`src/rtl/irq_pkg.sv`:
```
// Shared definitions for the external interrupt arbiter.
// Holds the per-source state encoding, the register map offsets and the ID width.
// The arbiter top and its priority selector both import this package.
package irq_pkg;

    // Lifecycle of one interrupt source.
    typedef enum logic [1:0] {
        SRC_IDLE       = 2'd0,
        SRC_PENDING    = 2'd1,
        SRC_IN_SERVICE = 2'd2
    } src_state_t;

    // Source ID width. ID 0 means "no source", so source i reports ID i+1.
    localparam int ID_W = 5;

    // Register map byte offsets. Bits [1:0] of the bus address are ignored.
    localparam logic [5:0] REG_PENDING   = 6'h00;
    localparam logic [5:0] REG_ENABLE    = 6'h04;
    localparam logic [5:0] REG_THRESHOLD = 6'h08;
    localparam logic [5:0] REG_CLAIM     = 6'h0C;
    localparam logic [5:0] REG_PRIO_BASE = 6'h10;

    // Word index of a byte offset; this is how the register port decodes.
    function automatic logic [3:0] word_idx(input logic [5:0] byte_addr);
        return byte_addr[5:2];
    endfunction

endpackage

```
`src/rtl/irq_prio_select.sv`:
```
// Combinational winner selection for the interrupt arbiter.
// Ports: i_cand (one bit per candidate source), i_prio (packed per-source priorities),
//        o_win_id (ID of the highest-priority candidate, lowest index on ties, 0 if none).
module irq_prio_select
    import irq_pkg::*;
#(
    parameter int NUM_SRC = 8,
    parameter int PRIO_W  = 3
) (
    input  logic [NUM_SRC-1:0]        i_cand,
    input  logic [NUM_SRC*PRIO_W-1:0] i_prio,
    output logic [ID_W-1:0]           o_win_id
);

    logic [PRIO_W-1:0] w_best_prio;

    // Scan in ascending index order and replace the current best only on a
    // strictly greater priority, so ties resolve to the lowest index. Every
    // candidate already has priority above the threshold, hence above 0, so
    // starting from priority 0 never lets a non-candidate win.
    always_comb begin
        w_best_prio = '0;
        o_win_id    = '0;
        for (int i = 0; i < NUM_SRC; i++) begin
            if (i_cand[i] && (i_prio[i*PRIO_W +: PRIO_W] > w_best_prio)) begin
                w_best_prio = i_prio[i*PRIO_W +: PRIO_W];
                o_win_id    = ID_W'(i + 1);
            end
        end
    end

endmodule

```
`src/rtl/irq_arbiter.sv`:
```
// Platform external interrupt arbiter: edge-triggered sources, per-source
// pending/in-service tracking, threshold masking, auto-claim on irq_ack.
// Ports: clk/reset (async active-high); src_i device lines; bus_* register port
//        with combinational bus_rdata; irq_ack from the CSR unit; meip request
//        and claim_id of the last claimed source, both registered.
module irq_arbiter
    import irq_pkg::*;
#(
    parameter int NUM_SRC = 8,
    parameter int PRIO_W  = 3
) (
    input  logic               clk,
    input  logic               reset,
    input  logic [NUM_SRC-1:0] src_i,
    input  logic               bus_sel,
    input  logic               bus_we,
    input  logic [5:0]         bus_addr,
    input  logic [31:0]        bus_wdata,
    output logic [31:0]        bus_rdata,
    input  logic               irq_ack,
    output logic               meip,
    output logic [4:0]         claim_id
);

    localparam int PRIO_WORD0 = int'(word_idx(REG_PRIO_BASE));

    // ------------------------------------------------------------------
    // State
    // ------------------------------------------------------------------
    src_state_t                r_state [NUM_SRC];
    logic [NUM_SRC-1:0]        r_again;
    logic [NUM_SRC-1:0]        r_src_q;
    logic [NUM_SRC-1:0]        r_enable;
    logic [PRIO_W-1:0]         r_threshold;
    logic [NUM_SRC*PRIO_W-1:0] r_prio;
    logic [ID_W-1:0]           r_best_id;
    logic                      r_meip;
    logic [ID_W-1:0]           r_claim_id;

    src_state_t                w_state_nxt [NUM_SRC];
    logic [NUM_SRC-1:0]        w_again_nxt;
    logic [NUM_SRC-1:0]        w_edge;
    logic [NUM_SRC-1:0]        w_claim;
    logic [NUM_SRC-1:0]        w_complete;
    logic [NUM_SRC-1:0]        w_pending;
    logic [NUM_SRC-1:0]        w_cand;
    logic [ID_W-1:0]           w_win_id;
    logic                      w_claim_fire;
    logic                      w_wr;
    logic [3:0]                w_word;
    logic [31:0]               w_rdata;
    logic                      w_unused;

    assign w_unused = ^bus_addr[1:0];

    assign w_wr   = bus_sel & bus_we;
    assign w_word = bus_addr[5:2];
    assign w_edge = src_i & ~r_src_q;

    // A claim only happens against the registered winner; an ack while no
    // winner is registered does nothing.
    assign w_claim_fire = irq_ack && (r_best_id != '0);

    // Per-source event decode. Comparing the full write word against i+1
    // rejects ID 0 and anything above NUM_SRC without a separate range check.
    always_comb begin
        w_claim    = '0;
        w_complete = '0;
        w_pending  = '0;
        w_cand     = '0;
        for (int i = 0; i < NUM_SRC; i++) begin
            w_claim[i]    = w_claim_fire && (r_best_id == ID_W'(i + 1));
            w_complete[i] = w_wr && (w_word == word_idx(REG_CLAIM))
                            && (bus_wdata == 32'(i + 1))
                            && (r_state[i] == SRC_IN_SERVICE);
            w_pending[i]  = (r_state[i] == SRC_PENDING);
            w_cand[i]     = w_pending[i] && r_enable[i]
                            && (r_prio[i*PRIO_W +: PRIO_W] > r_threshold);
        end
    end

    // ------------------------------------------------------------------
    // Per-source FSM, next-state logic
    // ------------------------------------------------------------------
    always_comb begin
        for (int i = 0; i < NUM_SRC; i++) begin
            w_state_nxt[i] = r_state[i];
            w_again_nxt[i] = r_again[i];
            case (r_state[i])
                SRC_IDLE: begin
                    if (w_edge[i]) begin
                        w_state_nxt[i] = SRC_PENDING;
                    end
                end
                SRC_PENDING: begin
                    // Edges while pending coalesce, except that an edge landing
                    // on the claim edge is remembered for the next round.
                    if (w_claim[i]) begin
                        w_state_nxt[i] = SRC_IN_SERVICE;
                        w_again_nxt[i] = w_edge[i];
                    end
                end
                SRC_IN_SERVICE: begin
                    if (w_complete[i]) begin
                        // An edge arriving on the completion edge counts the
                        // same as one recorded earlier in the service window.
                        w_state_nxt[i] = (r_again[i] || w_edge[i]) ? SRC_PENDING : SRC_IDLE;
                        w_again_nxt[i] = 1'b0;
                    end else if (w_edge[i]) begin
                        w_again_nxt[i] = 1'b1;
                    end
                end
                default: begin
                    w_state_nxt[i] = SRC_IDLE;
                    w_again_nxt[i] = 1'b0;
                end
            endcase
        end
    end

    always_ff @(posedge clk or posedge reset) begin
        if (reset) begin
            for (int i = 0; i < NUM_SRC; i++) begin
                r_state[i] <= SRC_IDLE;
            end
            r_again <= '0;
            r_src_q <= '0;
        end else begin
            for (int i = 0; i < NUM_SRC; i++) begin
                r_state[i] <= w_state_nxt[i];
            end
            r_again <= w_again_nxt;
            r_src_q <= src_i;
        end
    end

    // ------------------------------------------------------------------
    // Configuration registers
    // ------------------------------------------------------------------
    always_ff @(posedge clk or posedge reset) begin
        if (reset) begin
            r_enable    <= '0;
            r_threshold <= '0;
            r_prio      <= '0;
        end else if (w_wr) begin
            if (w_word == word_idx(REG_ENABLE)) begin
                r_enable <= bus_wdata[NUM_SRC-1:0];
            end
            if (w_word == word_idx(REG_THRESHOLD)) begin
                r_threshold <= bus_wdata[PRIO_W-1:0];
            end
            for (int i = 0; i < NUM_SRC; i++) begin
                if (int'(w_word) == PRIO_WORD0 + i) begin
                    r_prio[i*PRIO_W +: PRIO_W] <= bus_wdata[PRIO_W-1:0];
                end
            end
        end
    end

    // ------------------------------------------------------------------
    // Winner selection and request/claim registers
    // ------------------------------------------------------------------
    irq_prio_select #(
        .NUM_SRC (NUM_SRC),
        .PRIO_W  (PRIO_W)
    ) u_prio_select (
        .i_cand   (w_cand),
        .i_prio   (r_prio),
        .o_win_id (w_win_id)
    );

    // The claim edge blanks the request for one cycle so the CSR unit never
    // sees the just-claimed source as still requesting.
    always_ff @(posedge clk or posedge reset) begin
        if (reset) begin
            r_best_id  <= '0;
            r_meip     <= 1'b0;
            r_claim_id <= '0;
        end else begin
            if (w_claim_fire) begin
                r_best_id  <= '0;
                r_meip     <= 1'b0;
                r_claim_id <= r_best_id;
            end else begin
                r_best_id  <= w_win_id;
                r_meip     <= (w_win_id != '0);
            end
        end
    end

    assign meip     = r_meip;
    assign claim_id = r_claim_id;

    // ------------------------------------------------------------------
    // Read mux
    // ------------------------------------------------------------------
    always_comb begin
        w_rdata = '0;
        if (bus_sel) begin
            if (w_word == word_idx(REG_PENDING)) begin
                w_rdata[NUM_SRC-1:0] = w_pending;
            end else if (w_word == word_idx(REG_ENABLE)) begin
                w_rdata[NUM_SRC-1:0] = r_enable;
            end else if (w_word == word_idx(REG_THRESHOLD)) begin
                w_rdata[PRIO_W-1:0] = r_threshold;
            end else if (w_word == word_idx(REG_CLAIM)) begin
                w_rdata[ID_W-1:0] = r_claim_id;
            end else begin
                for (int i = 0; i < NUM_SRC; i++) begin
                    if (int'(w_word) == PRIO_WORD0 + i) begin
                        w_rdata[PRIO_W-1:0] = r_prio[i*PRIO_W +: PRIO_W];
                    end
                end
            end
        end
    end

    assign bus_rdata = w_rdata;

endmodule

```
`config.mk`:
```
export PLATFORM = sky130hd
export DESIGN_NAME = irq_arbiter
export DESIGN_NICKNAME = d
export VERILOG_FILES = /design/src/rtl/irq_pkg.sv /design/src/rtl/irq_prio_select.sv /design/src/rtl/irq_arbiter.sv
export SDC_FILE = /design/constraint.sdc
export NUM_CORES = 1
export LEC_CHECK = 0
export BUFFER_PORTS_ARGS = -buffer_cell sky130_fd_sc_hd__buf_2
export CELL_PAD_IN_SITES_DETAIL_PLACEMENT = 1
export CELL_PAD_IN_SITES_GLOBAL_PLACEMENT = 1
export CORE_ASPECT_RATIO = 1.2
export CORE_MARGIN = 3
export CORE_UTILIZATION = 45
export DETAILED_ROUTE_END_ITERATION = 8
export PLACE_DENSITY = 0.88
export SYNTH_ARGS = -nofsm -noshare
export SYNTH_HDL_FRONTEND = slang
export SYNTH_SLANG_ARGS = --single-unit
```
`constraint.sdc`:
```
create_clock -name clk -period 12 [get_ports clk]
set_clock_uncertainty 0.15 [all_clocks]
set_input_delay 0 -clock clk [delete_from_list [all_inputs] [get_ports clk]]
set_output_delay 0 -clock clk [all_outputs]
set_load 0.02 [all_outputs]
```
==> flow_summary.toml <==
[yosys]
yosys.area.top_type = "dfrtp_1"
yosysMostFrequentCell = "dfrtp_1"
async_flop_share_pct = 100
netlist_area_sq_um = 6030
synth_top_family_by_area = "simple AND/OR/NAND/NOR gates"
synthMuxAreaShare_pct = 11.8
yosys_register_bits = 76
synthCells = 647
yosysUniqueCellTypes = 64
synth_edf_count = 0
synth_compound_area_share_pct = 16.3
synthAdderAreaFrac_pct = 15.6
avgSynthCellArea_sq_um = 9.31
synth-simple-area-share_pct = 17.8
synth_top_area_share_pct = 31.6
ys_top_cells_by_count = "dfrtp_1 (76), ha_1 (75), nand2_1 (57)"
yosysSeqAreaShare_pct = 31.6
synthFlopType = "dfrtp_1"
synth_xor_area_share_pct = 0
ys_warn_count = 0
netlist_top_cells_area = "dfrtp_1 (32%), ha_1 (16%), mux2_2 (6.4%)"

[sta]
hold_viol_final = 0
final.setup.tns_ps = 0
period_share_pct = 93.9
max_freq_mhz = 88.8
final.min_clock_period_ps = 11270
final-setup-viol-count = 0
rsz0062_at_grt = "false"
slew_headroom_pct = 31.5
tightest_slew_ps = 1030
fin_ws_ps = 733
drv_slew = 0

[pwr]
ir_drop_mv = 0.120
p_per_area_nw_per_um2 = 196
p_leak_nw = 3.37

[clocking]
cts-root-buf = "clkbuf_16"
cts_tree = "yes"
path_clk_slew_ps = 60
cts_buffers = 9
cts_buffer_depth = 2
h-tree-depth = 3
insertion_delay_ps = 350
ctsResizeCount = 0
cts_sinks = 76

[placed_design]
portBuffers = 61
pre_cts_ws_ps = 993
dpl.hpwl_um = 14200
gp_congestion = 0.844

[global_route]
antenna_found_initial = 0
grt_pass1_vias = 6069
overflow = 0
grt_pass1_wl_um = 31600
grt_max_degree = 77
grt_usage_pct = 26.9

[floorplanning]
rows = 45
die_y_um = 133
chipWidth_um = 112
dieArea_sq_um = 14800
core_sq_um = 12900
start_util_pct = 46.7
pin_count = 89

[critical_path]
crit_required_ps = 12040
reg2reg_setup_slack_ps = 730
path_max_fanout = 9
crit_slowest_cell = "o21ai_0"
crit_family = "compound AO/OA/AOI/OAI gates"
path_class = "reg -> reg"
worst-path-buf-inv = 4
reg2reg_to = "meip"
startpoint_type = "flip-flop"
worstReg2RegStart = "r_threshold[1]"
startpoint = "r_threshold[1]"
worst_r2r_path_depth = 48
worst_setup_path_end_kind = "flip-flop"
cp.arrival_ps = 11310
max_stage_delay_ps = 530
crit_cells = 48
cp_common_cell = "ha_1"
crit_end = "meip"

[detailed_routing]
drtIter0Drc = 256
drt_wl_total_um = 19700
drc = 0
ant_nets = 0
vias_per_cell = 6.04
vias = 5421
wl_per_cell_um = 22.0
drtPass1Iterations = 6

[flow_run]
drv_cap = 0

[finish]
nets = 854
synthToLayoutAreaGrowth_pct = 14.3
layout-drive-gt1-share_pct = 18.7
n_antenna_cell = 0

[worst_hold_path]
holdCritPathClass = "in -> reg"

[outcome]
status = "completed"
## per-stage QoR
| stage | cell area, sq um | power, mW | std cells | hold WS (ps) | util (%) |
|---|---|---|---|---|---|
| 2_1_floorplan | 6120 | 0.851 | 671 | -119 | - |
| 3_3_place_gp | 6420 | 0.973 | 864 | -30.4 | 49.8 |
| 3_5_place_dp | 6420 | 1.04 | 864 | -28.8 | 49.8 |
| 4_1_cts | 6890 | 1.34 | 897 | 16.5 | 53.4 |
| 5_1_grt | 6890 | 1.45 | 897 | 41.9 | 53.4 |
| 6_report | 6890 | 1.35 | 897 | 26.5 | 53.4 |
## worst min path at each step
stage | from | end | slack (ps) | cells after the start
final | bus_we | r_prio[12] | 30 | 3
after global routing | bus_we | r_prio[14] | 40 | 3
after CTS | bus_we | r_prio[12] | 20 | 3
after detailed placement | src_i[6] | r_src_q[6] | -30 | 1
after global placement | src_i[6] | r_src_q[6] | -30 | 1
after floorplan | src_i[0] | r_src_q[0] | -120 | 0
## routing by layer
layer	track usage, %	vias up	wire length (um)	share of wire, %
met4	14.5	0	1020	5.2
li1	-	2433	-	-
met2	49.8	197	10600	54
met1	28.6	2721	7100	36
met3	4.71	70	953	4.8
met5	0	-	0	0
## worst min-delay path: cells and delay by family
| family | cells | cell delay, ps |
|---|---|---|
| buffers and inverters | 1 | 150 |
| AND/OR/NAND/NOR | 1 | 170 |
| multiplexers | 1 | 180 |
## cell families (layout without fill, tap and decap cells)
kind of cell,after synthesis,after routing
adder cells (fa/ha/maj),75,75
AO/OA/AOI/OAI,144,144
multiplexers,55,55
buffers and inverters,87,149
flip-flops,76,76
other,1,25
AND/OR/NAND/NOR,209,209
## cells in the final DEF (no fill, tap or decap), types with 17 or more instances in the layout
master         count
dlygate4sd3_1     17
ha_1              75
nor2b_1           17
o21ai_0           51
a21oi_1           27
nand3_1           26
dfrtp_1           76
nor2_1            44
inv_1             53
nand2_1           57
buf_2             61
mux2_2            34
conb_1            25
## power by group
group	total, mW	internal (mW)	switching, mW
Clock	0.282	0.168	0.114
Sequential	0.414	0.329	0.0845
Combinational	0.656	0.264	0.393
Total	1.35	0.760	0.591
## sequential cells by signal, summed over array words and instances (netlist names)
register / count
r_best_id: 4
r_again: 8
claim_id: 4
r_src_q: 8
r_threshold: 3
r_prio: 24
r_enable: 8
meip: 1
r_state: 16
## layout make-up
class                   count  area, sq um
flip-flops and latches     76         1900
clock buffers              11          243
repair buffers             79          483
well taps                 164          205
inverters                  54          203
clock inverters             5         60.1
fillers                  1498         6000
multi-input cells         508         3790
## repair_timing
item | in CTS | in global routing
setup buffers | 0 | 0
endpoints found under the setup margin | 0 | 0
hold endpoints to repair | 108 | 0
hold buffers | 17 | 0
(Power assumes the default switching activity.)
